===== src/rtl/fetch_pkg.sv =====
// Shared types and constants for the instruction fetch stage and its queues.
package fetch_pkg;
    localparam int              XLEN             = 32;
    localparam logic [XLEN-1:0] RESET_PC_DEFAULT = 32'h0000_0000;
    localparam int              PC_INC           = 4;

    typedef struct packed {
        logic [XLEN-1:0] pc;
        logic [XLEN-1:0] instr;
    } fetch_entry_t;
endpackage


===== src/rtl/fetch_fifo.sv =====
// Synchronous FIFO with flush; used for the prefetch queue and the issued-address side queue.
module fetch_fifo
    import fetch_pkg::*;
#(
    parameter int  WIDTH = 32,
    parameter int  DEPTH = 4,
    localparam int CW    = $clog2(DEPTH) + 1
) (
    input  logic             clk,
    input  logic             rst,
    input  logic             push,
    input  logic [WIDTH-1:0] wr_data,
    input  logic             pop,
    input  logic             flush,
    output logic [WIDTH-1:0] rd_data,
    output logic             full,
    output logic             empty,
    output logic [CW-1:0]    count
);
    localparam int AW = (DEPTH > 1) ? $clog2(DEPTH) : 1;

    logic [WIDTH-1:0] mem [DEPTH];
    logic [AW-1:0]    wr_ptr;
    logic [AW-1:0]    rd_ptr;
    logic             do_push;
    logic             do_pop;

    // Explicit wrap keeps the pointers correct for non power-of-2 depths.
    function automatic logic [AW-1:0] ptr_next(input logic [AW-1:0] p);
        return (p == AW'(DEPTH - 1)) ? '0 : p + AW'(1);
    endfunction

    assign empty   = (count == '0);
    assign full    = (count == CW'(DEPTH));
    assign do_pop  = pop && !empty;
    assign do_push = push && (!full || do_pop);
    assign rd_data = mem[rd_ptr];

    always_ff @(posedge clk or posedge rst) begin
        if (rst) begin
            wr_ptr <= '0;
            rd_ptr <= '0;
            count  <= '0;
            for (int i = 0; i < DEPTH; i++) mem[i] <= '0;
        end else if (flush) begin
            wr_ptr <= '0;
            rd_ptr <= '0;
            count  <= '0;
        end else begin
            if (do_push) begin
                mem[wr_ptr] <= wr_data;
                wr_ptr      <= ptr_next(wr_ptr);
            end
            if (do_pop) rd_ptr <= ptr_next(rd_ptr);
            if (do_push && !do_pop)      count <= count + CW'(1);
            else if (do_pop && !do_push) count <= count - CW'(1);
        end
    end

    always_ff @(posedge clk) begin
        if (!rst && !flush) assert (!(push && full));
    end
endmodule


===== src/rtl/fetch_unit_pq.sv =====
// Fetch stage: in-order word fetches into a prefetch queue, with redirect flush
// and squashing of responses that belong to the abandoned path.
module fetch_unit_pq
    import fetch_pkg::*;
#(
    parameter int              XLEN            = fetch_pkg::XLEN,
    parameter int              DEPTH           = 4,
    parameter logic [XLEN-1:0] RESET_PC        = XLEN'(fetch_pkg::RESET_PC_DEFAULT),
    parameter int              MAX_OUTSTANDING = 2
) (
    input  logic            clk,
    input  logic            rst,
    input  logic            PC_src,
    input  logic [XLEN-1:0] PC_target,
    output logic            imem_req_valid,
    input  logic            imem_req_ready,
    output logic [XLEN-1:0] imem_req_addr,
    input  logic            imem_rsp_valid,
    input  logic [XLEN-1:0] imem_rsp_data,
    output logic [XLEN-1:0] instruction_F,
    output logic [XLEN-1:0] PC_F,
    output logic            valid_F,
    input  logic            ready_D
);
    localparam int              QCW        = $clog2(DEPTH) + 1;
    localparam int              OCW        = $clog2(MAX_OUTSTANDING) + 1;
    localparam logic [XLEN-1:0] ALIGN_MASK = ~XLEN'(3);

    logic [XLEN-1:0]   pc;
    logic [OCW-1:0]    drop_cnt;
    logic [OCW-1:0]    out_cnt;
    logic [QCW-1:0]    q_count;
    logic              q_full;
    logic              q_empty;
    logic              side_full;
    logic              side_empty;
    logic [2*XLEN-1:0] q_head;
    logic [XLEN-1:0]   side_head;
    logic              req_fire;
    logic              rsp_fire;
    logic              q_push;
    logic              q_pop;

    assign imem_req_addr = pc & ALIGN_MASK;

    // Queued plus in-flight fetches never exceed DEPTH, so every response has a slot.
    always_comb begin
        imem_req_valid = !rst && !PC_src && !side_full && !q_full
                         && (int'(out_cnt) < MAX_OUTSTANDING)
                         && (int'(q_count) + int'(out_cnt) < DEPTH);
    end

    assign req_fire      = imem_req_valid && imem_req_ready;
    assign rsp_fire      = imem_rsp_valid && !side_empty;
    assign q_push        = rsp_fire && (drop_cnt == '0) && !PC_src;
    assign valid_F       = !q_empty;
    assign q_pop         = valid_F && ready_D;
    assign PC_F          = q_head[2*XLEN-1:XLEN];
    assign instruction_F = q_head[XLEN-1:0];

    always_ff @(posedge clk or posedge rst) begin
        if (rst) begin
            pc       <= RESET_PC & ALIGN_MASK;
            drop_cnt <= '0;
        end else if (PC_src) begin
            pc       <= PC_target & ALIGN_MASK;
            // Everything still in flight after this cycle belongs to the old path.
            drop_cnt <= out_cnt - OCW'(rsp_fire);
        end else begin
            if (req_fire) pc <= pc + XLEN'(PC_INC);
            if (rsp_fire && (drop_cnt != '0)) drop_cnt <= drop_cnt - OCW'(1);
        end
    end

    // Outstanding count is the side queue occupancy; it pops on every response.
    fetch_fifo #(
        .WIDTH (XLEN),
        .DEPTH (MAX_OUTSTANDING)
    ) u_side_fifo (
        .clk     (clk),
        .rst     (rst),
        .push    (req_fire),
        .wr_data (imem_req_addr),
        .pop     (rsp_fire),
        .flush   (1'b0),
        .rd_data (side_head),
        .full    (side_full),
        .empty   (side_empty),
        .count   (out_cnt)
    );

    fetch_fifo #(
        .WIDTH (2 * XLEN),
        .DEPTH (DEPTH)
    ) u_prefetch_q (
        .clk     (clk),
        .rst     (rst),
        .push    (q_push),
        .wr_data ({side_head, imem_rsp_data}),
        .pop     (q_pop),
        .flush   (PC_src),
        .rd_data (q_head),
        .full    (q_full),
        .empty   (q_empty),
        .count   (q_count)
    );
endmodule


===== config.mk =====
export PLATFORM = sky130hd
export DESIGN_NAME = fetch_unit_pq
export DESIGN_NICKNAME = d
export VERILOG_FILES = /design/src/rtl/fetch_pkg.sv /design/src/rtl/fetch_fifo.sv /design/src/rtl/fetch_unit_pq.sv
export SDC_FILE = /design/constraint.sdc
export NUM_CORES = 1
export LEC_CHECK = 0
export BUFFER_PORTS_ARGS = -buffer_cell sky130_fd_sc_hd__buf_2
export CAP_MARGIN = 40
export CORE_ASPECT_RATIO = 0.5
export CORE_MARGIN = 4
export CORE_UTILIZATION = 60
export CTS_BUF_LIST = sky130_fd_sc_hd__clkbuf_2
export CTS_CLUSTER_SIZE = 16
export DETAILED_ROUTE_END_ITERATION = 12
export HOLD_SLACK_MARGIN = 0.06
export PLACE_DENSITY = 0.81
export SYNTH_ARGS = -nofsm -noshare
export SYNTH_HDL_FRONTEND = slang
export SYNTH_SLANG_ARGS = --single-unit

===== constraint.sdc =====
create_clock -name clk -period 36.7 [get_ports clk]
set_clock_uncertainty 0.1 [all_clocks]
set_input_delay 5.505 -clock clk [delete_from_list [all_inputs] [get_ports clk]]
set_output_delay 5.505 -clock clk [all_outputs]
set_load 0.005 [all_outputs]

==> results by stage <==
Floorplan:
- The starting density of the core is 0.619.
- The chip width is 238 um.
- The core region area is 25500 um^2.
- Measured along the y axis, the die boundary spans 123 um.
- The die covers 29200 um^2.
- The number of rows created at floorplan is 41.
- The number of I/O pins is 168.

Synthesis:
- The count of distinct cell types in the synthesized netlist is 51.
- Of the total synthesized cell area, the portion taken by full adders, half adders and majority gates is 0.00918.
- The most used flip-flop cell after synthesis is sky130_fd_sc_hd__dfrtp_1.
- The proportion of synthesized flip-flops having asynchronous set or reset is 1.00.
- Ranked by total cell area, the synthesized netlist is headed by sky130_fd_sc_hd__dfrtp_1, sky130_fd_sc_hd__mux2_2, sky130_fd_sc_hd__mux4_2, sky130_fd_sc_hd__buf_2, sky130_fd_sc_hd__nand2_1.
- Of the post-synthesis cell area, the part taken by muxes is 0.335.
- Of the total synthesized cell area, the portion taken by AND, OR, NAND and NOR gates is 0.0442.
- Of the post-synthesis cell area, the dominant cell type holds 0.555.
- The post-synthesis compound-gate area fraction came to 0.0239.
- After synthesis the cells add up to 15800 um^2.
- The cell type with the largest total area after synthesis is sky130_fd_sc_hd__dfrtp_1.
- The synthesized-area fraction occupied by xor and xnor cells is 0.00831.
- The gate count after technology mapping is 1061.
- The mean post-synth cell area is 14.9 um^2.
- The main combinational cell family by area after synthesis is multiplexers.
- The Yosys step of the flow raised 0 warnings.
- In this run, synthesis produced a sequential element count of 351.
- The number of synthesized flops with an enable pin is 0.
- The share of synthesized area occupied by flip-flops and latches is 0.555.

Timing:
- The total count of max-transition violations in the final report is 0.
- The number of hold-slack violations in the final timing report is 0.
- Derived from the worst setup path, the maximum achievable clock frequency is 81.3 MHz.
- The setup slack of the critical path after layout is 24400 ps.
- The remaining max-slew budget at the tightest pin is 0.264.
- Final hold analysis gives a worst-case slack of 403 ps.
- The measured slew at the worst slew-check pin is 1100 ps.
- The final critical delay including setup and external delays is 12300 ps.
- In the finished design, the share of the clock period the worst path needs comes to 0.335.
- Setup violations remaining at the end of the flow were counted as 0.
- Setup repair after global routing left no endpoint under its margin.
- Adding up every negative setup slack in the final design gives 0 ps.

Cells and area:
- The final non-filler cell total is 1650.
- In the layout the commonest cells are sky130_fd_sc_hd__dfrtp_1, sky130_fd_sc_hd__mux2_2, sky130_fd_sc_hd__buf_2, sky130_fd_sc_hd__clkbuf_2, sky130_fd_sc_hd__mux4_2.
- The post-route cell area is 17600 um^2.
- Of the cells placed in the final design, the portion with a size suffix greater than 1 is 0.548.
- The utilization of the core after routing is 0.689.
- The area added between synthesis and finish is 11.4%.
- The final layout contains 1332 nets.
- The most common cell after layout, fill and taps aside is sky130_fd_sc_hd__dfrtp_1.

CTS:
- The latest clock arrival within the worst-skew pair is 960 ps.
- Counting every sink on the clock net gives 351.
- Clock tree synthesis selected as its root buffer the cell sky130_fd_sc_hd__clkbuf_2.
- TritonCTS built the clock tree.
- Buffers inserted to repair hold after CTS numbered 0.
- Post-CTS timing repair inserted 0 buffers for setup.
- The register clock-pin slew on the reported worst setup and hold paths is 100 ps.
- The maximum buffer depth of the clock tree is 3.
- CTS built an H-tree with a depth of 3.
- The TritonCTS buffer count is 77.
- The number of gates resized after CTS is 0.

Critical path:
- The kind of end point of the critical path is an output pin.
- The category of cells accounting for the largest share of critical-path delay is simple AND/OR/NAND/NOR gates.
- Along the worst path, the maximum fanout reaches 61.
- The most numerous cell on the critical path is sky130_fd_sc_hd__buf_2.
- The number of logic stages on the critical path including buffering is 5.
- The critical path required time is 31090 ps.
- The worst setup path is launched from a primary input.
- The setup slack of the most critical reg-to-reg path is 33230 ps.
- The largest single stage delay on the critical path is 470 ps.
- The critical path is of the in2out type.
- Traced cell by cell, the critical path runs through buf_2 > buf_4 > or3_4 > nor4_1 > buf_2.
- The number of buffers and inverters on the critical path is 3.
- Counting cells, the worst reg-to-reg path comes to 6.
- The slowest stage of the critical path belongs to the cell sky130_fd_sc_hd__or3_4.
- Data on the critical path arrives at its endpoint at 6690 ps.

Power:
- The peak supply drop is 28.3 uV.
- The overall power is 1.10 mW.
- The leakage power figure is 8.61 nW.
- The power per unit of standard cell area is 62.6 nW/um^2.

Drt:
- The post-detailed-route wirelength per cell is 21.1 um.
- The routed layout has 9771 vias.
- The routed wire length is 34800 um.
- The vias per cell is 5.92.
- The first-pass iteration count of the detailed router is 6.
- For this run, design rule violations remaining after detail routing come to 0.
- The post-detailed-route count of antenna-violating nets is 0.
- In this run, the number of DRC markers left after iteration 0 of detailed routing was 634.

Outcome:
- The run finished with clean final reports.

GRT:
- Across every metal layer, demand over resource in global routing totals 0.247.
- The residual overflow from global routing is 0.
- The number of antenna violations at the first check in global routing is 2.
- The largest net degree at the start of global routing is 199.
- The number of global-route vias before repair is 10800.
- The first-pass GRT wire length is 56300 um.

Placed design:
- The placed instance area is 16900 um^2.
- During placement, the flow inserted port buffers numbering 161.
- The detailed placement HPWL is 22000 um.
- The final weighted congestion of routability-driven global placement is 0.805.
- The total placed cells including tap cells is 1516.
- The post-placement setup slack is 24410 ps.

Run:
- The tool flagged a number of max-cap violations equal to 0.

Hold path:
- The tightest min-delay check is of the reg2reg type.
- The worst hold path passes through 2 cells.
==> cells in the mapped netlist (2+ instances only) <==
cell / number
sky130_fd_sc_hd__nor3_1: 4
sky130_fd_sc_hd__mux2_2: 337
sky130_fd_sc_hd__o211ai_1: 8
sky130_fd_sc_hd__nor4_1: 6
sky130_fd_sc_hd__a21oi_1: 8
sky130_fd_sc_hd__a22oi_1: 2
sky130_fd_sc_hd__nor3b_1: 2
sky130_fd_sc_hd__nand2b_1: 2
sky130_fd_sc_hd__nor2_1: 18
sky130_fd_sc_hd__buf_1: 8
sky130_fd_sc_hd__or3_1: 5
sky130_fd_sc_hd__xor2_1: 7
sky130_fd_sc_hd__a211oi_1: 2
sky130_fd_sc_hd__nand3b_1: 4
sky130_fd_sc_hd__o311ai_0: 4
sky130_fd_sc_hd__buf_2: 33
sky130_fd_sc_hd__ha_1: 10
sky130_fd_sc_hd__or4_1: 3
sky130_fd_sc_hd__mux2i_1: 10
sky130_fd_sc_hd__nand3_1: 19
sky130_fd_sc_hd__a21boi_0: 3
sky130_fd_sc_hd__a31oi_1: 4
sky130_fd_sc_hd__clkbuf_1: 20
sky130_fd_sc_hd__nand2_1: 35
sky130_fd_sc_hd__mux4_2: 62
sky130_fd_sc_hd__nand4_1: 11
sky130_fd_sc_hd__and3_1: 6
sky130_fd_sc_hd__o21ai_0: 22
sky130_fd_sc_hd__buf_4: 5
sky130_fd_sc_hd__nor2b_1: 3
sky130_fd_sc_hd__a221o_1: 2
sky130_fd_sc_hd__dfrtp_1: 351
sky130_fd_sc_hd__and2_1: 6
sky130_fd_sc_hd__xnor2_1: 8
sky130_fd_sc_hd__inv_1: 15
==> worst reg2reg max path, stage by stage, from the launching register on <==
cell and delay, ps:
sky130_fd_sc_hd__dfrtp_1 460, sky130_fd_sc_hd__ha_1 300, sky130_fd_sc_hd__and3_1 240, sky130_fd_sc_hd__or3_1 630
sky130_fd_sc_hd__clkinv_2 450, sky130_fd_sc_hd__nand2_2 750, sky130_fd_sc_hd__mux2_2 430
==> kinds of logic (layout without fill, tap and decap cells) <==
logic type / Yosys count / in the layout
flip-flops: 351 / 351
XOR/XNOR: 15 / 15
AO/OA/AOI/OAI: 59 / 59
adder cells (fa/ha/maj): 11 / 11
other: 1 / 7
AND/OR/NAND/NOR: 132 / 132
multiplexers: 409 / 409
buffers and inverters: 83 / 322
==> report_power, final <==
group	total, mW	leakage [nW]	switching [mW]	internal [mW]
clock network	0.247	0.543	0.149	0.0981
registers	0.541	4.66	0.0686	0.473
logic	0.313	3.41	0.132	0.181
total	1.10	8.61	0.350	0.752
==> area by class of cell <==
type                    count  area, um^2
diodes                      3        7.51
clock buffers             119         596
clock inverters            12        98.8
fillers                  1744        7940
inverters                  16        68.8
multi-input cells         630        6670
flip-flops and latches    351        8790
well taps                 344         430
repair buffers            175         951
==> state kept, by name, summed over array words and instances, names as in the netlist <==
register	flops
drop_cnt	2
pc	30
u_prefetch_q.count	3
u_prefetch_q.mem	248
u_prefetch_q.rd_ptr	2
u_prefetch_q.wr_ptr	2
u_side_fifo.count	2
u_side_fifo.mem	60
u_side_fifo.rd_ptr	1
u_side_fifo.wr_ptr	1
==> worst paths after layout <==
check / to / start
max in group asynchronous: u_prefetch_q.mem[211] / rst
max reg2reg: u_side_fifo.mem[28] / u_side_fifo.count[1]
min: u_side_fifo.mem[4] / u_side_fifo.mem[4]
min in group asynchronous: u_prefetch_q.rd_ptr[1] / rst
min reg2reg: u_side_fifo.mem[4] / u_side_fifo.mem[4]
max: imem_req_valid / PC_src
==> metal layers <==
metal	track usage	wire length (um)
met3	0.0631	1790
met1	0.318	14600
met2	0.417	17600
met4	0.0889	830
met5	0	0
No activity file was read; power rests on OpenSTA's default activity.
